**src/rtl/hv_encode_seq.sv**
```systemverilog
// Encode sequencer: accumulates item-bind results, optionally adds a tie-break
// update for even item counts, latches the sign vector and streams it out.
module hv_encode_seq #(
  parameter int CNT_W     = 8,
  parameter int NUM_WORDS = 1,
  parameter int ADDR_W    = 8,
  parameter int SIGN_LAT  = 2
) (
  input  logic              clk,
  input  logic              rst,
  input  logic              start,
  input  logic [CNT_W-1:0]  num_items,
  input  logic              item_valid,
  output logic              item_ready,
  output logic              update,
  output logic              last_update,
  output logic              tmp_addr_i,
  output logic              get_fin,
  output logic              stream_v,
  output logic [ADDR_W-1:0] stream_a,
  output logic              m_valid,
  output logic              m_last,
  input  logic              m_ready,
  output logic              busy,
  output logic              done
);

  typedef enum logic [2:0] {
    IDLE   = 3'd0,
    ACCUM  = 3'd1,
    TIEBRK = 3'd2,
    SETTLE = 3'd3,
    LATCH  = 3'd4,
    RDREQ  = 3'd5,
    OUT    = 3'd6,
    FIN    = 3'd7
  } state_t;

  localparam logic [ADDR_W-1:0] LAST_WORD = ADDR_W'(NUM_WORDS - 1);
  localparam logic [7:0]        SETTLE_LD = 8'(SIGN_LAT - 1);

  state_t            state_q;
  logic [CNT_W-1:0]  rem_q;
  logic              even_q;
  logic [7:0]        settle_q;
  logic [ADDR_W-1:0] word_q;
  logic              item_ready_q;
  logic              tiebrk_q;
  logic              get_fin_q;
  logic              stream_v_q;
  logic              m_valid_q;
  logic              m_last_q;
  logic              busy_q;
  logic              done_q;

  logic              accept_s;
  logic              final_item_s;

  // Item updates are the only combinational path: they follow item_valid in the same cycle.
  assign accept_s     = (state_q == ACCUM) & item_valid;
  assign final_item_s = accept_s & (rem_q == CNT_W'(1));

  assign update      = accept_s | tiebrk_q;
  assign last_update = (final_item_s & ~even_q) | tiebrk_q;
  assign tmp_addr_i  = tiebrk_q;
  assign item_ready  = item_ready_q;
  assign get_fin     = get_fin_q;
  assign stream_v    = stream_v_q;
  assign stream_a    = word_q;
  assign m_valid     = m_valid_q;
  assign m_last      = m_last_q;
  assign busy        = busy_q;
  assign done        = done_q;

  always_ff @(posedge clk) begin
    if (!rst) begin
      state_q      <= IDLE;
      rem_q        <= '0;
      even_q       <= 1'b0;
      settle_q     <= 8'd0;
      word_q       <= '0;
      item_ready_q <= 1'b0;
      tiebrk_q     <= 1'b0;
      get_fin_q    <= 1'b0;
      stream_v_q   <= 1'b0;
      m_valid_q    <= 1'b0;
      m_last_q     <= 1'b0;
      busy_q       <= 1'b0;
      done_q       <= 1'b0;
    end else begin
      tiebrk_q   <= 1'b0;
      get_fin_q  <= 1'b0;
      stream_v_q <= 1'b0;
      done_q     <= 1'b0;
      case (state_q)
        IDLE: begin
          if (start && (num_items != '0)) begin
            state_q      <= ACCUM;
            rem_q        <= num_items;
            even_q       <= ~num_items[0];
            item_ready_q <= 1'b1;
            busy_q       <= 1'b1;
          end
        end
        ACCUM: begin
          if (accept_s) begin
            rem_q <= rem_q - CNT_W'(1);
            if (final_item_s) begin
              item_ready_q <= 1'b0;
              settle_q     <= SETTLE_LD;
              if (even_q) begin
                state_q  <= TIEBRK;
                tiebrk_q <= 1'b1;
              end else begin
                state_q <= SETTLE;
              end
            end
          end
        end
        TIEBRK: begin
          state_q  <= SETTLE;
          settle_q <= SETTLE_LD;
        end
        // Sign bits need SIGN_LAT cycles after the last counter update.
        SETTLE: begin
          if (settle_q == 8'd0) begin
            state_q   <= LATCH;
            get_fin_q <= 1'b1;
          end else begin
            settle_q <= settle_q - 8'd1;
          end
        end
        LATCH: begin
          state_q    <= RDREQ;
          word_q     <= '0;
          stream_v_q <= 1'b1;
        end
        RDREQ: begin
          state_q   <= OUT;
          m_valid_q <= 1'b1;
          m_last_q  <= (word_q == LAST_WORD);
        end
        OUT: begin
          if (m_ready) begin
            m_valid_q <= 1'b0;
            m_last_q  <= 1'b0;
            if (m_last_q) begin
              state_q <= FIN;
              done_q  <= 1'b1;
            end else begin
              state_q    <= RDREQ;
              word_q     <= word_q + ADDR_W'(1);
              stream_v_q <= 1'b1;
            end
          end
        end
        FIN: begin
          state_q <= IDLE;
          busy_q  <= 1'b0;
          word_q  <= '0;
        end
        default: begin
          state_q      <= IDLE;
          item_ready_q <= 1'b0;
          m_valid_q    <= 1'b0;
          m_last_q     <= 1'b0;
          busy_q       <= 1'b0;
        end
      endcase
    end
  end

endmodule

```
**config.mk**
```make
export PLATFORM = sky130hd
export DESIGN_NAME = hv_encode_seq
export DESIGN_NICKNAME = d
export VERILOG_FILES = /design/src/rtl/hv_encode_seq.sv
export SDC_FILE = /design/constraint.sdc
export NUM_CORES = 1
export LEC_CHECK = 0
export BUFFER_PORTS_ARGS = -buffer_cell sky130_fd_sc_hd__buf_2
export CORE_MARGIN = 2
export CORE_UTILIZATION = 51
export DETAILED_ROUTE_END_ITERATION = 8
export PLACE_DENSITY = 0.74
export SYNTH_ARGS = -nofsm -noshare
export SYNTH_HDL_FRONTEND = slang
export SYNTH_SLANG_ARGS = --single-unit
```
**constraint.sdc**
```tcl
create_clock -name clk -period 1.6 [get_ports clk]
set_input_delay 0.32 -clock clk [delete_from_list [all_inputs] [get_ports clk]]
set_output_delay 0.32 -clock clk [all_outputs]
set_load 0.02 [all_outputs]
```
**Word level (Yosys, flattened, before mapping)**

Index checks and enable logic that the tools add are counted.

- Register bits after elaboration: 36
- Input port bits: 13
- Output and inout port bits: 18
- Logic and storage cells: 92

- Add/sub/neg operators: 3
- Equality and inequality tests: 15
- Multiplexer cells: 32
- Bitwise logic cells: 7
- Reductions and logical operators: 22

Operator list:

| cell | count |
|---|---|
| $mux 8 | 7 |
| $pmux 8 s2 | 2 |
| $pmux 3 s8 | 1 |
| $pmux 8 s3 | 1 |
| $logic_not 8->1 | 2 |
| $sub 8x1->8 const B | 2 |
| $mux 3 | 5 |
| $ne 2x2->1 const B | 7 |
| $eq 3x3->1 const B | 4 |
| $reduce_and 4->1 | 3 |
| $mux 1 | 10 |
| $pmux 1 s2 | 5 |
| $reduce_and 3->1 | 3 |
| $add 8x1->8 const B | 1 |
| $eq 8x1->1 const B | 1 |
| $reduce_and 2->1 | 4 |
| $reduce_bool 2->1 | 4 |
| $reduce_bool 8->1 | 1 |
| $eq 3x2->1 const B | 2 |
| $reduce_and 5->1 | 1 |
| $and 1x1->1 | 3 |
| $eq 3x1->1 const B | 1 |
| $logic_not 3->1 | 1 |
| $reduce_bool 3->1 | 1 |
| other kinds (5) | 7 |

**Logic depth before layout (Yosys ltp)**

- Depth in word-level cells: 6
- Depth in mapped cells: 7
- Depth with buffers taken out: 6

**Worst setup path before layout**

No wires, ideal clock.

- Path kind: register -> output
- Start: register rem_q[1]
- End: output port last_update
- Arrival: 1.549 ns
- Required time: 1.280 ns
- Slack: -0.269 ns
- Stages on the path, launching flop included: 7
- Buffers on the path: 1
- Path through: dfxtp_1 > inv_1 > ha_1 > and4bb_2 > nand3_2 > buf_2 > o21bai_1

- Cells in the longest elaborated chain, start to end: 4

RTL lines:

| item | line | RTL |
|---|---|---|
| from (decl) | 43 | `logic [CNT_W-1:0] rem_q;` |
| from (signal assigned) | 99 | `rem_q <= num_items;` |
| from (signal assigned) | 107 | `rem_q <= rem_q - CNT_W'(1);` |
| $eq 8x1->1 | 61 | `assign final_item_s = accept_s & (rem_q == CNT_W'(1));` |
| $and 1x1->1 | 61 |  |
| $and 1x1->1 | 64 | `assign last_update = (final_item_s & ~even_q) \| tiebrk_q;` |
| $or 1x1->1 | 64 |  |
| to (decl) | 16 | `output logic last_update,` |

Every way passes these cells.

**Final worst setup path**

- Start: register rem_q[2]
- End: output port last_update

The elaborated chain is that of the path after synthesis.

==> impl_metrics.yaml <==
critical_path:
  crit_top_cell: "buf_6"
  critPathLaunchType: "flip-flop"
  criticalPathCategory: "flip-flop to output pin"
  rrSetupSlack_ns: -0.21
  crit_family: "simple AND/OR/NAND/NOR gates"
  path_cells: "buf_6 > nor4_4 > nand3_4 > o21bai_4 > buf_6"
  critPathSlowestCell: "nor4_4"
  end_kind: "output pin"
  ff2ff_path_depth: 5
  rr_startpoint: "rem_q[2]"
  rr_endpoint: "rem_q[7]"
  cp_num_buf_inv: 2
  cp.required_ns: 1.28
  path_max_fanout: 2
  cpPeakStageDelay_ns: 0.35
  arrival_ns: 1.53
drt:
  drt-total-wl_mm: 7.13
  drc_errors: 0
  vias: 2479
  first_pass_iters: 5
  highest_layer: "met4"
  viasPerCell: 6.36
  met2_wirelength_mm: 3.50
  drt-met1-wl_mm: 2.88
  ant_nets: 0
  wl_met3_um: 497
  avgRoutedWirePerCell_um: 18.3
  drt_iter0_drc: 274
synth:
  synthTopCellsByArea: "dfxtp_1 35%, a21oi_1 5.8%, nand2_1 4.7%, ha_1 3.6%, nand3_1 3.4%"
  synth_nets: 273
  synth.avg_cell_area_um2: 8.21
  synthDistinctLibCells: 57
  async_flop_share_pct: 0
  synth_flop_cell: "dfxtp_1"
  synth.largest_area_cell: "dfxtp_1"
  synth.most_common_cell: "dfxtp_1"
  synth_edf_count: 0
  ys_seq_area_share_pct: 34.6
  yosysTopAreaCellShare_pct: 34.6
  synthSimpleGateAreaFrac_pct: 30.6
  synth_top_family_by_area: "simple AND/OR/NAND/NOR gates"
  synthMuxAreaShare_pct: 1.92
  synth_compound_gate_area_share_pct: 23.9
  yosys-top-cells-count: "36 x dfxtp_1, 26 x nand2_1, 24 x a21oi_1"
  syn_inst: 254
  yosysWarnings: 0
  ys_ff_latch: 36
  synth-xor-area-share_pct: 0.840
  syn-cell-area_um2: 2090
  synth-adder-area-share_pct: 3.60
clocking:
  clock_latency_ns: 0.30
  clk_pin_slew_ns: 0.08
  cts_buffer_depth: 2
  cts_made_buffers: 5
  cts_tree: "built"
  ctsHtreeMaxLevel: 2
  cts.sinks: 36
  cts_root_buffer: "clkbuf_8"
placement:
  dpl.cell_count: 370
  io_buffer_count: 30
  gp_congestion: 0.899
  dp_hpwl_mm: 4.14
timing:
  final.period_utilization_pct: 115
  slew_headroom_pct: 58.0
  fmax_mhz: 541
  finalCriticalPeriod_ns: 1.85
  slew_viol_final: 0
  skew_ns: 0.0112
  rsz0062_at_grt: "true"
  setup_viol: 15
  setup_slack_ns: -0.247
  hold_viol_final: 0
  setup_tns_ns: -0.984
  worst_pin_slew_ns: 0.629
  whs_ns: 0.325
floorplan:
  num_rows: 23
  die-area_um2: 4620
  pin_count: 31
  start_util_pct: 52.5
  die_width_um: 68.0
  die_y_um: 68.0
  coreArea_um2: 3970
finish:
  nets: 359
  syn_to_final_growth_pct: 49.6
  drive_above_1_share_pct: 44.7
  diodes: 0
  stdcell_count: 390
  regArea_um2: 741
  fillers: 253
  multiInputGateArea_um2: 1520
  utilization_pct: 78.5
global_route:
  grt_pass1_wl_mm: 9.89
  first_global_vias: 2151
  grt.overflow.total: 0
  grtUsageTotal_pct: 28.0
  grt_antenna_before_repair: 0
  grt_max_degree: 18
power:
  p_per_area_nw_per_um2: 940
  p_leak_nw: 1.31
  power_w: 0.00293
  peakVddDrop_uv: 505
job:
  drv_cap: 0
hold_path:
  min_path_type: "input port to flip-flop"
  holdPathEnd: "even_q"
  hold_depth: 3
  min_from: "num_items[0]"
outcome:
  status: "finished with violations"
  violations: "setup timing"
-- final cells by class --
| type | count | share of cell area (%) |
|---|---|---|
| Multi-Input combinational cell | 195 | 48.7 |
| Sequential cell | 36 | 23.7 |
| Timing Repair Buffer | 89 | 20.9 |
| Clock buffer | 7 | 3.09 |
| Tap cell | 50 | 2.01 |
| Inverter | 13 | 1.56 |
-- where the power goes --
group          internal, W  switching (W)
logic             0.000573       0.000605
registers         0.000962      0.0000665
clock network     0.000384       0.000341
total              0.00192        0.00101
-- flip-flops by register name, indices dropped and copies added, names as in the netlist, 3 cells and up --
register and flops:
rem_q 8, settle_q 8, state_q 3, stream_a 8
-- logic make-up (layout without fill, tap and decap cells) --
family,Yosys count,in the layout
simple gates,111,111
xor+xnor,2,2
mux,4,4
fa+ha+maj,6,6
buf+inv,23,109
compound gates,72,72
flops,36,36
-- through the flow --
stage	worst slack (ns)	instance area (µm²)
detailed placement	-0.0699	2650
global route	-0.278	3120
floorplan	-0.0396	2130
CTS	-0.206	2840
finish	-0.247	3120
global placement	-0.0330	2650
-- worst max path at each step --
stage                     slack [ns]  depth (start not counted)     endpoint   startpoint
after global routing           -0.28                          5  last_update     rem_q[2]
after floorplan                -0.04                          6  last_update     rem_q[1]
after detailed placement       -0.07                          6  settle_q[0]  settle_q[0]
final                          -0.25                          5  last_update     rem_q[2]
after CTS                      -0.21                          5  last_update     rem_q[3]
after global placement         -0.03                          6     rem_q[0]   state_q[0]
-- layout by cell type, fill, tap and decap left out, types with 3 or more instances in the layout --
cell type and instances:
nor2_1 16, buf_2 28, o2111ai_2 3, mux2i_1 4
nand4_1 4, a21oi_1 16, clkbuf_8 7, a22oi_1 3
or4_4 3, nand3_1 14, o211ai_1 3, ha_1 4
o21ai_0 6, dfxtp_2 7, o32ai_2 4, buf_6 11
a211oi_1 3, inv_1 10, nor2b_1 7, nand3b_1 4
and3_1 3, buf_4 49, nand2_1 25, dfxtp_4 3
nor4_1 5, dfxtp_1 26, inv_2 3, or3_1 3
nand2b_4 3, a21oi_2 8
-- routing by layer --
| metal | vias to the layer above | track usage (%) |
|---|---|---|
| met3 | 31 | 6.58 |
| met2 | 150 | 47.1 |
| met4 | 0 | 12.3 |
| li1 | 1129 | - |
| met5 | - | 0 |
| met1 | 1169 | 34.0 |
-- tightest hold or removal path: cells and delay by family --
| kind | cells | cell delay, ns |
|---|---|---|
| AOI/OAI and AO/OA | 1 | 0.05 |
| buffers and inverters | 2 | 0.20 |
-- repair_timing --
item	in CTS	in global routing
pin swaps	5	26
setup buffers	6	10
gates resized for setup	17	49
hold buffers	0	0
endpoints found under the setup margin	14	24
No activity file was read; power rests on OpenSTA's default activity.
